### src/rtl/maga_pkg.sv
// rtl/maga_pkg.sv - shared constants, command table and FSM states for the MAGA poll sequencer
package maga_pkg;

    localparam int         CMD_LEN     = 2;
    localparam logic [1:0] GAP_CYCLES  = 2'd2;

    localparam logic [1:0] ERR_NONE    = 2'b00;
    localparam logic [1:0] ERR_TIMEOUT = 2'b01;
    localparam logic [1:0] ERR_FAULT   = 2'b10;
    localparam logic [1:0] ERR_NRDY    = 2'b11;

    typedef enum logic [2:0] {
        ST_IDLE,
        ST_SEND,
        ST_SEND_GAP,
        ST_RECV,
        ST_RECV_GAP,
        ST_DONE,
        ST_ERR
    } state_t;

    function automatic logic [7:0] cmd_byte(input logic [3:0] idx);
        case (idx)
            4'd0:    cmd_byte = 8'hA5;
            4'd1:    cmd_byte = 8'h01;
            default: cmd_byte = 8'h00;
        endcase
    endfunction

endpackage

### src/rtl/maga_period_timer.sv
// rtl/maga_period_timer.sv - poll period tick generator plus saturating response timeout counter
module maga_period_timer #(
    parameter int POLL_CYCLES    = 1000000,
    parameter int TIMEOUT_CYCLES = 50000
) (
    input  logic CLK,
    input  logic RESETN,
    input  logic en,
    input  logic to_clr,
    input  logic to_run,
    output logic tick,
    output logic to_expired
);

    localparam int PW = (POLL_CYCLES > 1) ? $clog2(POLL_CYCLES) : 1;
    localparam int TW = (TIMEOUT_CYCLES > 1) ? $clog2(TIMEOUT_CYCLES) : 1;
    localparam logic [PW-1:0] PER_LAST = PW'(POLL_CYCLES - 1);
    localparam logic [TW-1:0] TO_LAST  = TW'(TIMEOUT_CYCLES - 1);

    logic [PW-1:0] per_q, per_d;
    logic [TW-1:0] to_q, to_d;

    always_comb begin
        per_d = per_q;
        tick  = 1'b0;
        if (!en) begin
            per_d = '0;
        end else if (per_q == PER_LAST) begin
            per_d = '0;
            tick  = 1'b1;
        end else begin
            per_d = per_q + 1'b1;
        end
    end

    // Expiry flags the TIMEOUT_CYCLES-th running cycle; the count parks there.
    always_comb begin
        to_d = to_q;
        if (to_clr) begin
            to_d = '0;
        end else if (to_run && (to_q != TO_LAST)) begin
            to_d = to_q + 1'b1;
        end
    end

    assign to_expired = to_run && (to_q == TO_LAST);

    always_ff @(posedge CLK or negedge RESETN) begin
        if (!RESETN) begin
            per_q <= '0;
            to_q  <= '0;
        end else begin
            per_q <= per_d;
            to_q  <= to_d;
        end
    end

endmodule

### src/rtl/maga_poll_seq.sv
// rtl/maga_poll_seq.sv - periodic command/response poller for the MAGA sensor over a UART core
module maga_poll_seq
    import maga_pkg::*;
#(
    parameter int          POLL_CYCLES    = 1000000,
    parameter int          TIMEOUT_CYCLES = 50000,
    parameter int          RSP_LEN        = 6,
    parameter logic [12:0] BAUD_VAL       = 13'd325
) (
    input  logic        CLK,
    input  logic        RESETN,
    input  logic        enable,
    input  logic        MAGA_READY,
    input  logic        MAGA_FLT,
    input  logic        TXRDY,
    input  logic        RXRDY,
    input  logic [7:0]  RX,
    output logic [12:0] BAUD_val,
    output logic [7:0]  TX,
    output logic        WEN,
    output logic        OEN,
    output logic        MAGA_EN,
    output logic [7:0]  rsp_byte,
    output logic [3:0]  rsp_idx,
    output logic        rsp_valid,
    output logic        frame_done,
    output logic        frame_err,
    output logic [1:0]  err_code
);

    localparam logic [3:0] CMD_END = 4'(CMD_LEN);
    localparam logic [3:0] RSP_END = 4'(RSP_LEN);

    state_t      state_q, state_d;
    logic [3:0]  idx_q, idx_d;
    logic [1:0]  gap_q, gap_d;
    logic        en_q;
    logic [7:0]  tx_q, tx_d;
    logic        wen_q, wen_d, oen_q, oen_d;
    logic [7:0]  rsp_byte_q, rsp_byte_d;
    logic [3:0]  rsp_idx_q, rsp_idx_d;
    logic        rsp_valid_q, rsp_valid_d;
    logic        frame_done_q, frame_done_d;
    logic        frame_err_q, frame_err_d;
    logic [1:0]  err_code_q, err_code_d;
    logic        tick, to_expired, to_clr, to_run, in_frame;

    maga_period_timer #(
        .POLL_CYCLES    (POLL_CYCLES),
        .TIMEOUT_CYCLES (TIMEOUT_CYCLES)
    ) u_timer (
        .CLK        (CLK),
        .RESETN     (RESETN),
        .en         (en_q),
        .to_clr     (to_clr),
        .to_run     (to_run),
        .tick       (tick),
        .to_expired (to_expired)
    );

    assign in_frame = (state_q == ST_SEND) || (state_q == ST_SEND_GAP) ||
                      (state_q == ST_RECV) || (state_q == ST_RECV_GAP);

    always_comb begin
        state_d      = state_q;
        idx_d        = idx_q;
        gap_d        = gap_q;
        tx_d         = tx_q;
        wen_d        = 1'b1;
        oen_d        = 1'b1;
        rsp_byte_d   = rsp_byte_q;
        rsp_idx_d    = rsp_idx_q;
        rsp_valid_d  = 1'b0;
        frame_done_d = 1'b0;
        frame_err_d  = 1'b0;
        err_code_d   = err_code_q;
        to_clr       = 1'b0;
        // The response window opens at the last command strobe, not at RECV entry.
        to_run       = (state_q == ST_RECV) || (state_q == ST_RECV_GAP) ||
                       ((state_q == ST_SEND_GAP) && (idx_q == CMD_END));

        if (in_frame && !en_q) begin
            state_d = ST_IDLE;
        end else if (in_frame && MAGA_FLT) begin
            state_d     = ST_ERR;
            err_code_d  = ERR_FAULT;
            frame_err_d = 1'b1;
        end else begin
            case (state_q)
                ST_IDLE: begin
                    gap_d = (gap_q == 2'd0) ? 2'd0 : gap_q - 2'd1;
                    if (tick) begin
                        if (MAGA_FLT) begin
                            state_d     = ST_ERR;
                            err_code_d  = ERR_FAULT;
                            frame_err_d = 1'b1;
                        end else if (!MAGA_READY) begin
                            state_d     = ST_ERR;
                            err_code_d  = ERR_NRDY;
                            frame_err_d = 1'b1;
                        end else begin
                            state_d    = ST_SEND;
                            idx_d      = 4'd0;
                            err_code_d = ERR_NONE;
                        end
                    end else if (RXRDY && (gap_q == 2'd0)) begin
                        oen_d = 1'b0;
                        gap_d = GAP_CYCLES;
                    end
                end
                ST_SEND: begin
                    if (TXRDY) begin
                        tx_d    = cmd_byte(idx_q);
                        wen_d   = 1'b0;
                        idx_d   = idx_q + 4'd1;
                        gap_d   = GAP_CYCLES;
                        state_d = ST_SEND_GAP;
                        to_clr  = (idx_q == CMD_END - 4'd1);
                    end
                end
                ST_SEND_GAP: begin
                    if (gap_q == 2'd1) begin
                        if (idx_q == CMD_END) begin
                            state_d = ST_RECV;
                            idx_d   = 4'd0;
                        end else begin
                            state_d = ST_SEND;
                        end
                    end else begin
                        gap_d = gap_q - 2'd1;
                    end
                end
                ST_RECV: begin
                    if (RXRDY) begin
                        oen_d       = 1'b0;
                        rsp_byte_d  = RX;
                        rsp_idx_d   = idx_q;
                        rsp_valid_d = 1'b1;
                        idx_d       = idx_q + 4'd1;
                        gap_d       = GAP_CYCLES;
                        state_d     = ST_RECV_GAP;
                    end else if (to_expired) begin
                        state_d     = ST_ERR;
                        err_code_d  = ERR_TIMEOUT;
                        frame_err_d = 1'b1;
                    end
                end
                ST_RECV_GAP: begin
                    if ((gap_q == 2'd1) && (idx_q == RSP_END)) begin
                        state_d      = ST_DONE;
                        frame_done_d = 1'b1;
                    end else if (to_expired) begin
                        state_d     = ST_ERR;
                        err_code_d  = ERR_TIMEOUT;
                        frame_err_d = 1'b1;
                    end else if (gap_q == 2'd1) begin
                        state_d = ST_RECV;
                    end else begin
                        gap_d = gap_q - 2'd1;
                    end
                end
                default: state_d = ST_IDLE;
            endcase
        end
    end

    always_ff @(posedge CLK or negedge RESETN) begin
        if (!RESETN) begin
            state_q      <= ST_IDLE;
            idx_q        <= 4'd0;
            gap_q        <= 2'd0;
            en_q         <= 1'b0;
            tx_q         <= 8'h00;
            wen_q        <= 1'b1;
            oen_q        <= 1'b1;
            rsp_byte_q   <= 8'h00;
            rsp_idx_q    <= 4'd0;
            rsp_valid_q  <= 1'b0;
            frame_done_q <= 1'b0;
            frame_err_q  <= 1'b0;
            err_code_q   <= ERR_NONE;
        end else begin
            state_q      <= state_d;
            idx_q        <= idx_d;
            gap_q        <= gap_d;
            en_q         <= enable;
            tx_q         <= tx_d;
            wen_q        <= wen_d;
            oen_q        <= oen_d;
            rsp_byte_q   <= rsp_byte_d;
            rsp_idx_q    <= rsp_idx_d;
            rsp_valid_q  <= rsp_valid_d;
            frame_done_q <= frame_done_d;
            frame_err_q  <= frame_err_d;
            err_code_q   <= err_code_d;
        end
    end

    assign BAUD_val   = BAUD_VAL;
    assign TX         = tx_q;
    assign WEN        = wen_q;
    assign OEN        = oen_q;
    assign MAGA_EN    = en_q;
    assign rsp_byte   = rsp_byte_q;
    assign rsp_idx    = rsp_idx_q;
    assign rsp_valid  = rsp_valid_q;
    assign frame_done = frame_done_q;
    assign frame_err  = frame_err_q;
    assign err_code   = err_code_q;

endmodule
### config.mk
export PLATFORM = sky130hd
export DESIGN_NAME = maga_poll_seq
export DESIGN_NICKNAME = d
export VERILOG_FILES = /design/src/rtl/maga_pkg.sv /design/src/rtl/maga_period_timer.sv /design/src/rtl/maga_poll_seq.sv
export SDC_FILE = /design/constraint.sdc
export NUM_CORES = 1
export LEC_CHECK = 0
export CORE_MARGIN = 2
export CORE_UTILIZATION = 50
export CTS_CLUSTER_DIAMETER = 120
export DETAILED_ROUTE_END_ITERATION = 8
export MAX_ROUTING_LAYER = met4
export PLACE_DENSITY = 0.77
export SLEW_MARGIN = 25
export SYNTH_ARGS = -nofsm -noshare
export SYNTH_HDL_FRONTEND = slang
export SYNTH_SLANG_ARGS = --single-unit
export TNS_END_PERCENT = 1
### constraint.sdc
create_clock -name CLK -period 2 [get_ports CLK]
set_input_delay 0.3 -clock CLK [delete_from_list [all_inputs] [get_ports CLK]]
set_output_delay 0.3 -clock CLK [all_outputs]
set_load 0.05 [all_outputs]
After elaboration in Yosys (flattened, before gate mapping). Cells that the tools add are included.

Flip-flop bits (word level): 73. Input port bits: 15. Output and inout port bits: 41.

Add/subtract/negate cells: 4. Equality and inequality tests: 28. Mux-type cells: 77. Bitwise gates (word level): 2. Reductions and logical operators: 26.

Operators with widths (number): $mux W20 (2); $mux W3 (12); $mux W16 (2); $mux W2 (16); $mux W1 (31); $mux W4 (7); $add A20 B1 Y20 const B (1); $eq A20 B20 Y1 const B (1); $add A16 B1 Y16 const B (1); $eq A16 B16 Y1 const B (1); $ne A16 B16 Y1 const B (1); $pmux W4 S4 (1); $pmux W8 S2 (1); $pmux W3 S5 (1); $ne A2 B2 Y1 const B (7); $pmux W2 S5 (1); $reduce_and A10 Y1 (1); $reduce_and A5 Y1 (2); $reduce_and A4 Y1 (2); $reduce_bool A4 Y1 (2); $logic_and A1 B1 Y1 (7); $reduce_and A7 Y1 (1); $eq A3 B2 Y1 const B (2); $ne A3 B3 Y1 const B (2); 26 further kinds (32).

Longest topological paths before layout. Gate-level depths: netlist of run 1.

Word-level depth: 9. Gate-level depth with buffers: 8.

By module. A second synthesis of run 1 with hierarchy kept.

Cell total of the unflattened synthesis: 410. Area total of the unflattened synthesis: 4011.3 µm².

Modules (own cells, without submodules): maga_poll_seq (instances 1, cells an instance 212, area each 2090.8 µm², sequential area each 778.2 µm²); maga_period_timer (instances 1, cells an instance 198, area each 1920.6 µm², sequential area each 900.9 µm²).

Worst setup path before layout of run 1. Ideal clock, no wire load.

Kind: register -> register. From: register en_q, in the netlist MAGA_EN. To: register idx_q[3]. Setup time: 0.124 ns. Data arrival time: 2.078 ns. Required time: 1.876 ns. Setup slack: -0.202 ns. Cell stages (with the launch flop): 7. Buffers on the path: 2. Cell sequence: dfrtp_1 -> buf_2 -> and3_2 -> a21oi_2 -> or4_4 -> buf_6 -> a211o_1.

Cells in the longest elaborated chain, start to end: 4.

Ends and longest elaborated chain: from (decl) (line maga_poll_seq.sv:37) `logic en_q;`; from (signal assigned) (line maga_poll_seq.sv:186) `en_q <= enable;`; branches (longest 3 deep; another with $ne A2 B2 Y1); $reduce_and A10 Y1 (no source line) *; to (signal assigned) (line maga_poll_seq.sv:184) `idx_q <= idx_d;`; to (decl) (line maga_poll_seq.sv:35) `logic [3:0] idx_q, idx_d;`.

Every way passes the cells marked *. A chain may end at the register's enable or synchronous reset.

Worst setup path in the final report of run 1.
From: register u_timer.per_q[12]. To: register idx_q[3].

Cells in the longest elaborated chain, start to end: 5.

Ends and longest elaborated chain: from (decl) (line maga_period_timer.sv:20) `logic [PW-1:0] per_q, per_d;`; from (signal assigned) (line maga_period_timer.sv:53) `per_q <= per_d;`; $eq A20 B20 Y1 (line maga_period_timer.sv:28) `end else if (per_q == PER_LAST) begin`; $mux W1 (line maga_period_timer.sv:28); $mux W1 (line maga_period_timer.sv:26) `if (!en) begin`; $ne A2 B2 Y1 (no source line); $reduce_and A10 Y1 (no source line).

Every way passes these cells.

==> flow_summary.ini, run 1 <==
[outcome]
run_status = finished, violations left
violations = negative setup slack

[sta]
final.setup.worst_slack_ps = -23.3
period_share_pct = 101
worst_slew_pin_slew_ps = 517
clock_skew_ps = 9.51
whs_ps = 396
relSlewSlack_pct = 65.4
final_hold_viol_count = 0
rsz0062_at_grt = true
fin_crit_ps = 2020
maxSlewViolCount = 0
setup_viol = 2
fmax_ghz = 0.494

[die]
std_cell_rows = 32
start_util_pct = 51.3
die_w_um = 92.6
dieArea_um2 = 8570
core_um2 = 7650
io_pins = 56
die_h_um = 92.6

[critical_path]
path_delay_family = simple AND/OR/NAND/NOR gates
rr_worst_depth = 5
crit_fanout = 4
crit_end = idx_q[3]$_DFFE_PN0P_
crit_path_max_incr_delay_ps = 540
rr_startpoint = u_timer.per_q[12]$_DFF_PN0_
crit_path_start_kind = flop
worstPathCellList = nor4b_4 > and3_4 > a21oi_2 > or4_4 > a211o_1
crit_cells = 5
crit_required_ps = 2240
worstSetupEndpointType = flop
crit_buf_inv = 0
slowest_stage = or4_4
critPathLaunch = u_timer.per_q[12]$_DFF_PN0_
r2r_slack_ps = -20
r2r_end = idx_q[3]$_DFFE_PN0P_
critical_path_class = reg2reg
cp.arrival_ps = 2260

[clock_network]
cts.sinks = 67
cts_buffers = 9
cts_tree = done
clk_latency_ps = 340
path_clk_slew_ps = 80
postCtsSetupRepairBufs = 0
cts_root_buffer = clkbuf_8
clock_path_buffers = 2
htree_levels = 3

[routing]
drt-total-wl_mm = 8.77
drt_iter0_markers = 224
via_count = 3219
post_drt_wl_per_cell_um = 14.7
drc_errors = 0
drtAntennaViolNets = 0
drt-vias-per-instance = 5.38
firstDrtPassIters = 4

[min_path]
hold_path.class = in2reg

[power_and_ir_drop]
powerDensity_nw_per_um2 = 1260
p_leak_nw = 2.26
ir_drop_mv = 0.690
p_total_w = 0.00630

[yosys]
synth_largest_area_cell = dfrtp_1
async_flop_share_pct = 100
ys.flop_type = dfrtp_1
synth_top_cells_by_area = dfrtp_1, xnor2_1, mux2_2
yosysWarnings = 0
syn_inst = 410
ys_seq_area_share_pct = 42.8
synth-seq-cells = 67
yosysUniqueCellTypes = 70
netlist.area_leader.share_pct = 41.4
synth.avg_cell_area_um2 = 9.57
synth_enable_flop_cells = 0
syn_area_um2 = 3930

[placed_design]
dp_hpwl_mm = 6.40
pre_cts_slack_ps = -136
port-buffer-count = 38
placed_cells = 581
place.gp.congestion = 0.891

[global_routing]
antenna_found_initial = 0
grt_pass1_vias = 3183
gr-total-overflow = 0
grt_pass1_wl_mm = 14.9
track_usage_pct = 22.7
grt_max_degree = 68

[cells_and_area]
n_fill_cell = 619
n_antenna_cell = 0
final_cells = 598
drive_gt1_share_pct = 24.0
nets = 516
area_delta_synth_final_pct = 27.6

[job]
drv_cap = 0
==> area by class of cell <==
type	count	area [µm²]	area share, %
Clock buffer	10	138	2.75
Clock inverter	6	65.1	1.30
Inverter	18	67.6	1.35
Multi-Input combinational cell	303	2120	42.3
Sequential cell	67	1680	33.6
Tap cell	102	128	2.55
Timing Repair Buffer	92	811	16.2
==> flip-flops by register name, indices dropped and copies added, names as in the netlist <==
register and count:
gap_q 2, rsp_byte 8, frame_err 1, rsp_valid 1, OEN 1, state_q 3, frame_done 1, u_timer.to_q 16
u_timer.per_q 20, TX 2, rsp_idx 4, WEN 1, MAGA_EN 1, idx_q 4, err_code 2
==> stage by stage <==
stage,area [µm²],util (%),TNS (ps)
floorplan,4010,-,-44.7
global placement,4700,61.4,-353
detailed placement,4700,61.4,-528
CTS,4930,64.5,-16.3
global route,5010,65.5,-219
finish,5010,65.5,-37.0
==> what timing repair did <==
action | 4_1_cts | 5_1_grt
pin swaps | 0 | 5
gates resized for setup | 4 | 15
hold endpoints to repair | 65 | 0
hold buffers | 1 | 0
endpoints found under the setup margin | 13 | 23
==> worst register-to-register path: stages (launching register included) <==
cell and delay, ps:
dfrtp_1 410, nor4b_4 350, and3_4 250, a21oi_2 90, or4_4 540, a211o_1 280
==> Yosys cell counts, drive strengths merged, types with 3 or more instances <==
| library cell | number |
|---|---|
| nor4 | 4 |
| xnor2 | 20 |
| nand4b | 3 |
| ha | 10 |
| nor3b | 3 |
| and2 | 4 |
| o21ai | 14 |
| nand3 | 14 |
| mux2 | 14 |
| clkbuf | 11 |
| or4 | 4 |
| nor2 | 40 |
| a211oi | 4 |
| nand2 | 38 |
| and3 | 9 |
| mux2i | 10 |
| nand3b | 4 |
| or3 | 6 |
| dfrtp | 65 |
| xor2 | 3 |
| a21o | 3 |
| buf | 26 |
| a211o | 4 |
| nor3 | 11 |
| o211ai | 4 |
| a21oi | 13 |
| inv | 18 |
| nand2b | 7 |
| and4 | 3 |
| nand4 | 4 |
==> how the worst min path moves through the flow <==
stage / start / to / slack [ps] / depth (start not counted)
finish: enable / MAGA_EN$_DFF_PN0_ / 400 / 1
global placement: RESETN / rsp_byte[0]$_DFFE_PN0P_ / 350 / 2
floorplan: RESETN / MAGA_EN$_DFF_PN0_ / 4 / 0
detailed placement: RESETN / rsp_byte[0]$_DFFE_PN0P_ / 350 / 2
CTS: enable / MAGA_EN$_DFF_PN0_ / 380 / 1
global route: enable / MAGA_EN$_DFF_PN0_ / 390 / 1
==> kinds of logic (layout without fill, tap and decap cells) <==
group           Yosys count  after routing  share of synthesized area [%]
simple gates            165            165                           22.9
flops                    67             67                           42.8
mux                      24             24                           6.57
other cells               2             17                          0.191
compound gates           63             63                           11.2
xor+xnor                 23             23                           5.13
fa+ha+maj                11             11                           3.44
buf+inv                  55            126                           7.78
==> placed cells by master (no fill, tap or decap), types with 3 or more instances in the layout <==
cell,n
nor3_1,10
and2_1,3
nand4_1,4
a21oi_2,3
buf_4,51
mux2i_1,10
o211ai_1,4
a21oi_1,10
conb_1,17
nand2b_1,7
nand3_1,13
ha_1,8
and3_1,8
mux2_2,14
nand3b_1,4
and4_1,3
dfrtp_1,64
nand2_1,38
or3_1,4
a21o_1,3
a211oi_1,4
clkbuf_8,10
o21ai_0,14
xor2_1,3
nor2_1,40
xnor2_1,20
inv_1,18
clkdlybuf4s50_1,36
==> routing by layer <==
metal	vias up	routed length [µm]	global-route usage, %
li1	1570	-	-
met1	1540	3760	27.5
met2	97	4460	37.5
met3	12	405	4.31
met4	0	138	9.08
met5	-	0	-
==> where the power goes <==
part | switching, W | leakage [nW] | internal (W) | total [W]
Sequential | 0.000250 | 0.854 | 0.00168 | 0.00193
Combinational | 0.00178 | 1.30 | 0.00144 | 0.00322
Clock | 0.000538 | 0.102 | 0.000609 | 0.00115
Power figures use the tool's default switching activity.
==> run 2: changes to the inputs <==
--- a/config.mk
+++ b/config.mk
@@ -10,7 +10,7 @@
 export CTS_CLUSTER_DIAMETER = 120
 export DETAILED_ROUTE_END_ITERATION = 8
 export MAX_ROUTING_LAYER = met4
-export PLACE_DENSITY = 0.77
+export PLACE_DENSITY = 0.84
 export SLEW_MARGIN = 25
 export SYNTH_ARGS = -nofsm -noshare
 export SYNTH_HDL_FRONTEND = slang
==> constraint.sdc (replaced) <==
create_clock -name CLK -period 2 [get_ports CLK]
set_input_delay 0.3 -clock CLK [delete_from_list [all_inputs] [get_ports CLK]]
set_output_delay 0.3 -clock CLK [all_outputs]
set_load 0.01 [all_outputs]
==> flow_summary.ini, run 2 (synthesis results as in run 1) <==
[outcome]
run_status = finished clean

[min_path]
hp-start = enable
hold_path.class = in2reg

[placed_design]
place.gp.congestion = 0.936
placed_cells = 576
dp_hpwl_mm = 6.60
port-buffer-count = 38

[critical_path]
worstSetupEndpointType = flop
crit_path_start_kind = flop
slowest_stage = or4_4
crit_fanout = 4
critical_path_class = reg2reg
crit_path_max_incr_delay_ps = 520
critPathLaunch = u_timer.per_q[10]$_DFF_PN0_
crit_required_ps = 2230
worstPathCellList = nor4_2 > and3_2 > a21oi_2 > or4_4 > a211o_1
rr_startpoint = u_timer.per_q[10]$_DFF_PN0_
cp.arrival_ps = 2190

[cells_and_area]
largest_reg_flops = 20
regMostFlops = u_timer.per_q
final_cells = 595
final_cell_mix = dfrtp_1, buf_4, nor2_1, nand2_1, clkdlybuf4s50_1
multi_input_area_um2 = 2080
final_common_cell = dfrtp_1
regArea_um2 = 1680
n_antenna_cell = 0
drive_gt1_share_pct = 21.9
area_delta_synth_final_pct = 25.7
n_fill_cell = 599
nets = 513

[power_and_ir_drop]
swShare_pct = 37.5
seq_power_share_pct = 33.2
combPwrFrac_pct = 47.9
powerDensity_nw_per_um2 = 1200
internal_power_w = 0.00370
ir_drop_mv = 0.511
p_leak_nw = 2.19
p_clk_share_pct = 18.9
p_sw_w = 0.00222

[sta]
whs_ps = 390
clock_skew_ps = 10.2
setup_viol = 0
final_hold_viol_count = 0
fmax_ghz = 0.510
fin_crit_ps = 1960
rsz0062_at_grt = true
maxSlewViolCount = 0
period_share_pct = 98.0

[die]
die_h_um = 92.6
core_um2 = 7650
std_cell_rows = 32
die_w_um = 92.6
start_util_pct = 51.3
io_pins = 56
dieArea_um2 = 8570

[job]
drv_cap = 0

[clock_network]
clk_latency_ps = 340
clock_path_buffers = 2
cts_tree = done
path_clk_slew_ps = 70
cts.sinks = 67
cts_buffers = 9
cts_root_buffer = clkbuf_8
htree_levels = 3

[routing]
drt_iter0_markers = 205
drtAntennaViolNets = 0
via_count = 3243
drt-vias-per-instance = 5.45
firstDrtPassIters = 5
drt-total-wl_mm = 8.89
post_drt_wl_per_cell_um = 14.9
drc_errors = 0

[global_routing]
gr-total-overflow = 0
antenna_found_initial = 0
grt_max_degree = 33
grt_pass1_vias = 3194
grt_pass1_wl_mm = 15.0
track_usage_pct = 22.7
run 2: area by class of cell:
type / instances / area share [%]
inverter: 18 / 1.37
timing repair buffer: 89 / 15.8
clock inverter: 4 / 1.01
multi-input combinational: 303 / 42.2
clock buffer: 12 / 2.94
tap: 102 / 2.59
sequential: 67 / 34.0
run 2: repair_timing:
item                       4_1_cts  5_1_grt
cloned                           0        0
setup buffers                    0        2
setup endpoints to repair        1       20
gates resized for setup          0       13
pin swaps                        1        3
hold buffers                     1        0
hold endpoints to repair        17        0
run 2: power groups by stage:
stage | Combinational (W) | Clock (W) | Sequential [W]
global route | 0.00309 | 0.00121 | 0.00200
global placement | 0.00266 | 0 | 0.00193
floorplan | 0.00177 | 0 | 0.00195
finish | 0.00283 | 0.00112 | 0.00196
detailed placement | 0.00271 | 0 | 0.00196
CTS | 0.00273 | 0.00114 | 0.00194
run 2: layer usage:
layer | wire (µm) | vias up | global-route usage [%]
met2 | 4250 | 121 | 35.7
met3 | 515 | 30 | 5.13
li1 | - | 1556 | -
met5 | 0 | - | -
met4 | 233 | 0 | 10.4
met1 | 3890 | 1536 | 28.0
run 2: through the flow:
step / setup slack [ps] / cell area, µm² / total power (W) / util, % / TNS [ps]
after global routing: -29.9 / 4930 / 0.00630 / 64.5 / -76.9
after floorplan: -22.8 / 4010 / 0.00372 / - / -44.7
after CTS: 16.4 / 4850 / 0.00581 / 63.4 / 0
final: 40.7 / 4930 / 0.00591 / 64.5 / 0
after detailed placement: -142 / 4640 / 0.00467 / 60.7 / -816
after global placement: -131 / 4640 / 0.00459 / 60.7 / -589
run 2: final timing paths:
kind / to / slack [ps] / depth (start not counted)
setup / recovery: idx_q[3]$_DFFE_PN0P_ / 40 / 5
min in group asynchronous: idx_q[2]$_DFFE_PN0P_ / 430 / 2
setup reg to reg: idx_q[3]$_DFFE_PN0P_ / 40 / 5
max in group asynchronous: u_timer.per_q[13]$_DFF_PN0_ / 960 / 3
hold reg to reg: u_timer.per_q[0]$_DFF_PN0_ / 480 / 1
hold / removal: MAGA_EN$_DFF_PN0_ / 390 / 1
run 2: critical path, delay by kind of cell (launching register included):
kind            cells  cell delay (ps)
compound gates      2              360
flops               1              410
simple gates        3             1070
